$ cat src/rtl/hazard_ctrl_if.sv
// ============================================================================
// Module      : hazard_ctrl_if
// Description : Pipeline hazard signal bundle between the CPU pipeline
//               (master) and the hazard sequencing controller (slave).
// Revision    : 1.0 - initial release
// ============================================================================
`default_nettype none

interface hazard_ctrl_if #(
  parameter int REG_ADDR_W = 4,
  parameter int CNT_W      = 16
);
  // Hazard sources from the pipeline
  logic [REG_ADDR_W-1:0] id_reg1_addr;
  logic                  id_reg1_re;
  logic [REG_ADDR_W-1:0] id_reg2_addr;
  logic                  id_reg2_re;
  logic [REG_ADDR_W-1:0] ex_wb_addr;
  logic                  ex_reg_we;
  logic                  ex_is_load;
  logic                  id_branch_taken;
  logic                  mem_ram_req;
  logic                  perf_clr;

  // Pipeline register controls
  logic                  pc_hold;
  logic                  if_id_hold;
  logic                  if_id_flush;
  logic                  id_ex_hold;
  logic                  id_ex_bubble;
  logic                  ex_mem_hold;
  logic                  mem_wb_bubble;

  // Debug statistics
  logic [CNT_W-1:0]      stat_load_stall;
  logic [CNT_W-1:0]      stat_mem_stall;
  logic [CNT_W-1:0]      stat_flush;

  modport master (
    output id_reg1_addr, id_reg1_re, id_reg2_addr, id_reg2_re,
           ex_wb_addr, ex_reg_we, ex_is_load, id_branch_taken,
           mem_ram_req, perf_clr,
    input  pc_hold, if_id_hold, if_id_flush, id_ex_hold, id_ex_bubble,
           ex_mem_hold, mem_wb_bubble,
           stat_load_stall, stat_mem_stall, stat_flush
  );

  modport slave (
    input  id_reg1_addr, id_reg1_re, id_reg2_addr, id_reg2_re,
           ex_wb_addr, ex_reg_we, ex_is_load, id_branch_taken,
           mem_ram_req, perf_clr,
    output pc_hold, if_id_hold, if_id_flush, id_ex_hold, id_ex_bubble,
           ex_mem_hold, mem_wb_bubble,
           stat_load_stall, stat_mem_stall, stat_flush
  );
endinterface

`default_nettype wire

$ cat src/rtl/hazard_ctrl.sv
// ============================================================================
// Module      : hazard_ctrl
// Description : Five-stage pipeline sequencing controller. Resolves load-use,
//               shared instruction/data RAM wait and taken-branch hazards and
//               keeps saturating stall/flush statistics.
// Revision    : 1.0 - initial release
// ============================================================================
`default_nettype none

module hazard_ctrl #(
  parameter int REG_ADDR_W = 4,
  parameter int RAM_WAIT   = 2,   // legal range 1..15
  parameter int CNT_W      = 16
) (
  input  wire logic     clk,
  input  wire logic     rst,      // asynchronous, active low
  hazard_ctrl_if.slave  bus
);

  typedef enum logic [0:0] {
    ST_RUN      = 1'b0,
    ST_MEM_WAIT = 1'b1
  } state_t;

  // Index of the final cycle of a shared-RAM access
  localparam logic [3:0] c_last_wait = 4'(RAM_WAIT - 1);

  state_t                r_state;
  logic [3:0]            r_wait_cnt;
  logic [CNT_W-1:0]      r_stat_load_stall;
  logic [CNT_W-1:0]      r_stat_mem_stall;
  logic [CNT_W-1:0]      r_stat_flush;

  logic [REG_ADDR_W-1:0] w_ex_dst;
  logic [3:0]            w_wait_cnt;
  logic                  w_load_use;
  logic                  w_freeze;
  logic                  w_release;

  // Hazard detection: the count only means something while a wait is running
  assign w_ex_dst   = bus.ex_wb_addr;
  assign w_wait_cnt = (r_state == ST_MEM_WAIT) ? r_wait_cnt : 4'd0;
  assign w_load_use = bus.ex_is_load & bus.ex_reg_we &
                      ((bus.id_reg1_re & (bus.id_reg1_addr == w_ex_dst)) |
                       (bus.id_reg2_re & (bus.id_reg2_addr == w_ex_dst)));
  assign w_freeze   = bus.mem_ram_req & (w_wait_cnt != c_last_wait);
  assign w_release  = bus.mem_ram_req & (w_wait_cnt == c_last_wait);

  // Priority-ordered pipeline register controls, forced idle while in reset
  always_comb begin
    bus.pc_hold       = 1'b0;
    bus.if_id_hold    = 1'b0;
    bus.if_id_flush   = 1'b0;
    bus.id_ex_hold    = 1'b0;
    bus.id_ex_bubble  = 1'b0;
    bus.ex_mem_hold   = 1'b0;
    bus.mem_wb_bubble = 1'b0;
    if (rst) begin
      if (w_freeze) begin
        // RAM busy with a data access: freeze everything upstream of MEM
        bus.pc_hold       = 1'b1;
        bus.if_id_hold    = 1'b1;
        bus.id_ex_hold    = 1'b1;
        bus.ex_mem_hold   = 1'b1;
        bus.mem_wb_bubble = 1'b1;
      end else if (w_load_use) begin
        // Stall decode one cycle; a pending branch is re-evaluated next cycle
        bus.pc_hold      = 1'b1;
        bus.if_id_hold   = 1'b1;
        bus.id_ex_bubble = 1'b1;
      end else if (w_release) begin
        // No fetch happened this access: IF/ID gets a NOP; PC only moves
        // if a branch target must be loaded
        bus.if_id_flush = 1'b1;
        bus.pc_hold     = ~bus.id_branch_taken;
      end else if (bus.id_branch_taken) begin
        bus.if_id_flush = 1'b1;
      end
    end
  end

  // Wait sequencer: count freeze cycles, return to RUN on release or drop
  always_ff @(posedge clk or negedge rst) begin
    if (!rst) begin
      r_state    <= ST_RUN;
      r_wait_cnt <= 4'd0;
    end else if (w_freeze) begin
      r_state    <= ST_MEM_WAIT;
      r_wait_cnt <= w_wait_cnt + 4'd1;
    end else begin
      r_state    <= ST_RUN;
      r_wait_cnt <= 4'd0;
    end
  end

  // Saturating statistics counters with synchronous clear
  always_ff @(posedge clk or negedge rst) begin
    if (!rst) begin
      r_stat_load_stall <= '0;
      r_stat_mem_stall  <= '0;
      r_stat_flush      <= '0;
    end else if (bus.perf_clr) begin
      r_stat_load_stall <= '0;
      r_stat_mem_stall  <= '0;
      r_stat_flush      <= '0;
    end else begin
      if (!w_freeze && w_load_use && (r_stat_load_stall != '1))
        r_stat_load_stall <= r_stat_load_stall + 1'b1;
      if ((w_freeze || w_release) && (r_stat_mem_stall != '1))
        r_stat_mem_stall <= r_stat_mem_stall + 1'b1;
      if (bus.if_id_flush && bus.id_branch_taken && (r_stat_flush != '1))
        r_stat_flush <= r_stat_flush + 1'b1;
    end
  end

  assign bus.stat_load_stall = r_stat_load_stall;
  assign bus.stat_mem_stall  = r_stat_mem_stall;
  assign bus.stat_flush      = r_stat_flush;

endmodule

`default_nettype wire

$ cat src/flat_wrapper.sv
// flat-port wrapper written by rule: the top's interface ports become plain ports
module hazard_ctrl_flat 
#(
  parameter int REG_ADDR_W = 4,
  parameter int RAM_WAIT   = 2,                       
  parameter int CNT_W      = 16
)
  (clk, rst, bus_id_reg1_addr, bus_id_reg1_re, bus_id_reg2_addr, bus_id_reg2_re, bus_ex_wb_addr, bus_ex_reg_we, bus_ex_is_load, bus_id_branch_taken, bus_mem_ram_req, bus_perf_clr, bus_pc_hold, bus_if_id_hold, bus_if_id_flush, bus_id_ex_hold, bus_id_ex_bubble, bus_ex_mem_hold, bus_mem_wb_bubble, bus_stat_load_stall, bus_stat_mem_stall, bus_stat_flush);
  hazard_ctrl_if #(.REG_ADDR_W(REG_ADDR_W), .CNT_W(CNT_W)) bus_i ();
  input  wire logic clk;
  input  wire logic rst;
  input wire logic [$bits(bus_i.id_reg1_addr)-1:0] bus_id_reg1_addr;
  input wire logic [$bits(bus_i.id_reg1_re)-1:0] bus_id_reg1_re;
  input wire logic [$bits(bus_i.id_reg2_addr)-1:0] bus_id_reg2_addr;
  input wire logic [$bits(bus_i.id_reg2_re)-1:0] bus_id_reg2_re;
  input wire logic [$bits(bus_i.ex_wb_addr)-1:0] bus_ex_wb_addr;
  input wire logic [$bits(bus_i.ex_reg_we)-1:0] bus_ex_reg_we;
  input wire logic [$bits(bus_i.ex_is_load)-1:0] bus_ex_is_load;
  input wire logic [$bits(bus_i.id_branch_taken)-1:0] bus_id_branch_taken;
  input wire logic [$bits(bus_i.mem_ram_req)-1:0] bus_mem_ram_req;
  input wire logic [$bits(bus_i.perf_clr)-1:0] bus_perf_clr;
  output wire logic [$bits(bus_i.pc_hold)-1:0] bus_pc_hold;
  output wire logic [$bits(bus_i.if_id_hold)-1:0] bus_if_id_hold;
  output wire logic [$bits(bus_i.if_id_flush)-1:0] bus_if_id_flush;
  output wire logic [$bits(bus_i.id_ex_hold)-1:0] bus_id_ex_hold;
  output wire logic [$bits(bus_i.id_ex_bubble)-1:0] bus_id_ex_bubble;
  output wire logic [$bits(bus_i.ex_mem_hold)-1:0] bus_ex_mem_hold;
  output wire logic [$bits(bus_i.mem_wb_bubble)-1:0] bus_mem_wb_bubble;
  output wire logic [$bits(bus_i.stat_load_stall)-1:0] bus_stat_load_stall;
  output wire logic [$bits(bus_i.stat_mem_stall)-1:0] bus_stat_mem_stall;
  output wire logic [$bits(bus_i.stat_flush)-1:0] bus_stat_flush;
  assign bus_i.id_reg1_addr = bus_id_reg1_addr;
  assign bus_i.id_reg1_re = bus_id_reg1_re;
  assign bus_i.id_reg2_addr = bus_id_reg2_addr;
  assign bus_i.id_reg2_re = bus_id_reg2_re;
  assign bus_i.ex_wb_addr = bus_ex_wb_addr;
  assign bus_i.ex_reg_we = bus_ex_reg_we;
  assign bus_i.ex_is_load = bus_ex_is_load;
  assign bus_i.id_branch_taken = bus_id_branch_taken;
  assign bus_i.mem_ram_req = bus_mem_ram_req;
  assign bus_i.perf_clr = bus_perf_clr;
  assign bus_pc_hold = bus_i.pc_hold;
  assign bus_if_id_hold = bus_i.if_id_hold;
  assign bus_if_id_flush = bus_i.if_id_flush;
  assign bus_id_ex_hold = bus_i.id_ex_hold;
  assign bus_id_ex_bubble = bus_i.id_ex_bubble;
  assign bus_ex_mem_hold = bus_i.ex_mem_hold;
  assign bus_mem_wb_bubble = bus_i.mem_wb_bubble;
  assign bus_stat_load_stall = bus_i.stat_load_stall;
  assign bus_stat_mem_stall = bus_i.stat_mem_stall;
  assign bus_stat_flush = bus_i.stat_flush;
  hazard_ctrl #(.REG_ADDR_W(REG_ADDR_W), .RAM_WAIT(RAM_WAIT), .CNT_W(CNT_W)) u_core (.clk(clk), .rst(rst), .bus(bus_i));
endmodule
$ cat config.mk
export PLATFORM = sky130hd
export DESIGN_NAME = hazard_ctrl_flat
export DESIGN_NICKNAME = d
export VERILOG_FILES = /design/src/rtl/hazard_ctrl_if.sv /design/src/rtl/hazard_ctrl.sv /design/src/flat_wrapper.sv
export SDC_FILE = /design/constraint.sdc
export NUM_CORES = 1
export LEC_CHECK = 0
export BUFFER_PORTS_ARGS = -buffer_cell sky130_fd_sc_hd__clkbuf_2
export CAP_MARGIN = 30
export CORE_MARGIN = 5
export CORE_UTILIZATION = 25
export DETAILED_ROUTE_END_ITERATION = 7
export PLACE_DENSITY = 0.46
export SYNTH_ARGS = -nofsm -noshare
export SYNTH_HDL_FRONTEND = slang
export SYNTH_SLANG_ARGS = --single-unit
$ cat constraint.sdc
create_clock -name clk -period 3.5 [get_ports clk]
set_clock_uncertainty 0.15 [all_clocks]
set_input_delay 0.525 -clock clk [delete_from_list [all_inputs] [get_ports clk]]
set_output_delay 0.525 -clock clk [all_outputs]
set_load 0.01 [all_outputs]
==> summary by stage <==
Cells and area
In the final layout, the share of cells above drive strength 1 is 0.2488. Relative to the synthesized area, the layout overhead comes to 21.78%. The count of filler cells inserted in the layout is between 1000 and 1500. After the last flow step, the layout net total stands at roughly 440. The number of inserted diodes is 0.

Synthesis
The average instance in the mapped netlist occupies ~9.1 um2. The synthesis warning total is 0. The flip-flop and latch count after synthesis is 53.

The gate count after technology mapping is 340. The number of synthesized flops with an enable pin is 0. After synthesis the cells add up to just over 3000 um2.

Among all flip-flop cells after synthesis, the most frequent one is dfrtp_1. The fraction of the yosys area taken by sequential cells is 0.4283. The net count after synthesis is 366. The share of async-settable or async-resettable flops after synthesis is 1.000. The number of different library cells in the post-synthesis netlist is 52.

Timing
The post-layout worst setup margin is 738.6 ps. Of the available clock period, the critical path in the final layout requires 0.7890. On the final layout, the worst hold slack is 138.4 ps. Setup violations remaining at the end of the flow were counted as 0. After routing, the total negative slack on setup checks comes to 0 ps. The number of pins exceeding their max-slew limit in the final report is 0. The clock period could shrink to 2761 ps.

Setup repair after global routing left no endpoint under its margin. The timing-limited maximum frequency is 0.3621 GHz. The count of final hold-check violations is 0.

The slew at the pin closest to its max-slew limit is 860.7 ps. The headroom to the max-slew limit is 0.4261.

Clock network
The count of cells resized by post-cts repair is 0. The depth of the CTS H-tree is 2. The TritonCTS clock tree is built. The number of buffers inserted during clock tree synthesis is 5.

The total clock sinks is 53. The maximum clock insertion buffer count is 2. The clock latency at the later pin of the worst-skew pair is 290 ps. The cell at the root of the clock tree is clkbuf_16.

Buffers added to address setup during post-CTS repair amount to 0. Clock-pin slew was measured on the worst setup and hold paths at 70 ps. After clock tree synthesis, the flow added hold-fix buffers numbering 0.

Global routing
The global router's overall resource usage is 0.1160. The number of antenna violations at the first check in global routing is 0. The via count of the first global-routing pass is between 2000 and 3000.

The first-pass GRT wire length is 13940 um. Entering global routing, the biggest net connects 39 pins. The total congestion overflow is 0.

Floorplanning
The core box area is 12060 um2. The vertical die dimension is 121.3 um. The die covers 14710 um2. The floorplan has 40 rows.

The initial core utilization is 0.2567. For this design the top-level I/O count stands at 76. The die span in x is 121.3 um.

Routing
The total wire length after detailed routing is approximately 8300 um. After detailed routing, the met3 layer carries roughly 500 um of wire. The detailed-router iteration count before antenna repair is 4.

The post-route DRC violation count is 0. In this run the remaining antenna-violating nets after routing total 0. The routed layout has 2773 vias. The met1 wire length is around 3700 um. The detailed router's first-iteration violation count is around 110. The mean routed wirelength per cell is 14.25 um. The via density per instance is around 4.8. The met2 routed wirelength is 3980 um.

Signal routing reaches up to met4.

Worst setup path
The highest net fanout along the worst path is 25. The largest single stage delay on the critical path is 670 ps. The largest individual stage delay along the critical path comes from the cell o21ai_2. The worst setup path is captured at an output pin. The buffering stage count on the worst path with inverters included is 2. Walking the worst path, the cells encountered are clkbuf_2 -> xnor2_1 -> and3_1 -> and3_1 -> o21ai_2 -> nor2_1 -> clkbuf_2. STA classifies the critical path startpoint as an input port. In this run the critical register-to-register path is captured at u_core.bus.stat_flush[5]$_DFFE_PN0P_.

The critical path is of the in2out type. At the worst endpoint, the arrival time is 2090 ps. The number of cells traversed by the worst register-to-register path is 7. Data on the critical path is required at its endpoint by 2820 ps. The family with the most delay on the worst path is compound AO/OA/AOI/OAI gates. In this run the critical register-to-register path is launched from u_core.bus.stat_flush[0]$_DFFE_PN0P_.

The worst-case register-to-register setup slack is 1050 ps.

Run
Max-cap violations in this run came to 0.

Worst hold path
The tightest min-delay check is of the in2async type.

Status
The flow ran to the end, and the final reports show no timing, DRC or antenna violations.

Placement
At the end of routability-driven placement, the weighted congestion stood at 0.7727. The wire-length estimate of the detail-placed layout is 6130 um. During placement, the flow inserted port buffers numbering 75.

Prior to clock tree synthesis, the placed netlist has a worst setup slack of 727.7 ps.

Power
The power density relative to cell area is 320.9 nW/um2. Summed over all cells, the static leakage comes to around 1.6 nW. The worst ir drop on vdd is 0.1547 mV.
==> sequential cells by signal, summed over array words and instances, names as in the netlist <==
name	count
u_core.bus.stat_flush	16
u_core.bus.stat_load_stall	16
u_core.bus.stat_mem_stall	16
u_core.r_state	1
u_core.r_wait_cnt	4
==> worst max path at each step <==
stage	startpoint	end	cells past startpoint
global placement	bus_ex_wb_addr[1]	bus_if_id_flush	7
finish	bus_ex_wb_addr[1]	bus_id_ex_bubble	7
global route	bus_ex_wb_addr[2]	bus_if_id_flush	7
CTS	bus_ex_wb_addr[1]	bus_id_ex_bubble	7
floorplan	bus_ex_wb_addr[3]	bus_id_ex_bubble	7
detailed placement	bus_ex_wb_addr[1]	bus_id_ex_bubble	7
==> cell families after synthesis <==
kind of cell,count (synthesis),synth area share
adders and majority gates,5,0.02020
DFF,53,0.4283
and+or+nand+nor,172,0.3111
buffers and inverters,21,0.03353
xor gates and xnor gates,22,0.06222
muxes,8,0.02869
AOI/OAI and AO/OA,59,0.1160
==> cell usage after synthesis (2+ instances only) <==
| cell type | count | area, um2 |
|---|---|---|
| dfrtp_1 | 53 | 1326 |
| nor2_1 | 42 | 157.7 |
| a21oi_1 | 27 | 135.1 |
| nand2_1 | 23 | 86.33 |
| nand3_1 | 22 | 110.1 |
| xnor2_1 | 13 | 113.9 |
| nand4_1 | 12 | 75.07 |
| o31ai_1 | 12 | 90.09 |
| nor3_1 | 11 | 55.05 |
| or4_1 | 11 | 82.58 |
| or3_1 | 9 | 56.30 |
| xor2_1 | 9 | 78.83 |
| inv_1 | 8 | 30.03 |
| nor2b_1 | 8 | 50.05 |
| o21ai_0 | 7 | 35.03 |
| buf_4 | 6 | 45.04 |
| ha_1 | 5 | 62.56 |
| nand2b_1 | 5 | 31.28 |
| and3_1 | 4 | 25.02 |
| clkbuf_1 | 4 | 15.01 |
| mux2_2 | 4 | 45.04 |
| nor4_1 | 4 | 25.02 |
| mux2_1 | 3 | 33.78 |
| o21ai_1 | 3 | 15.01 |
| and2_1 | 2 | 12.51 |
| and4_1 | 2 | 17.52 |
| buf_2 | 2 | 10.01 |
| nand3_2 | 2 | 20.02 |
| nand4b_1 | 2 | 17.52 |
| o21ai_2 | 2 | 17.52 |
| o21bai_1 | 2 | 15.01 |
==> cells in the final DEF, fill, tap and decap left out, types with 4 or more instances in the layout <==
master     instances
clkbuf_2          75
dfrtp_1           53
nor2_1            42
a21oi_1           27
nand2_1           23
nand3_1           22
xnor2_1           13
nand4_1           12
o31ai_1           12
or4_1             11
nor3_1            11
xor2_1             9
or3_1              9
inv_1              8
nor2b_1            8
o21ai_0            7
nand2b_1           5
ha_1               5
clkbuf_16          5
and3_1             4
nor4_1             4
mux2_2             4
==> metal layers <==
layer  vias up  track usage
met2        61       0.1969
li1       1373            -
met1      1334       0.1464
met4         0      0.02591
met5         -            0
met3         5      0.03217
==> where the power goes <==
part	internal (mW)	switching, mW
sequential	0.618	0.00658
combinational	0.0341	0.0698
clock	0.267	0.215
total	0.919	0.291
==> stage by stage <==
stage / utilization / std cells / power, mW / instance area, um2
2_1_floorplan: - / 340 / 0.6921 / 3097
3_3_place_gp: 0.3013 / 574 / 0.7426 / 3635
3_5_place_dp: 0.3013 / 574 / 0.7440 / 3635
4_1_cts: 0.3127 / 582 / 1.237 / 3771
5_1_grt: 0.3127 / 582 / 1.272 / 3771
6_report: 0.3127 / 582 / 1.210 / 3771
==> worst register-to-register path, delay by kind of cell, from the launching register on <==
kind          cells  cell delay [ps]
flops             1              450
fa+ha+maj         1              280
mux               1              350
simple gates      5             1100
==> final cells by class <==
type / instances / area [um2] / share of cell area
multi-input cells: 266 / 1667 / 0.4419
repair buffers: 78 / 397.9 / 0.1055
clock buffers: 8 / 136.4 / 0.03616
well taps: 168 / 210.2 / 0.05574
flip-flops and latches: 53 / 1326 / 0.3517
inverters: 9 / 33.78 / 0.008958
Note: power is estimated with default switching activity, not from simulation.
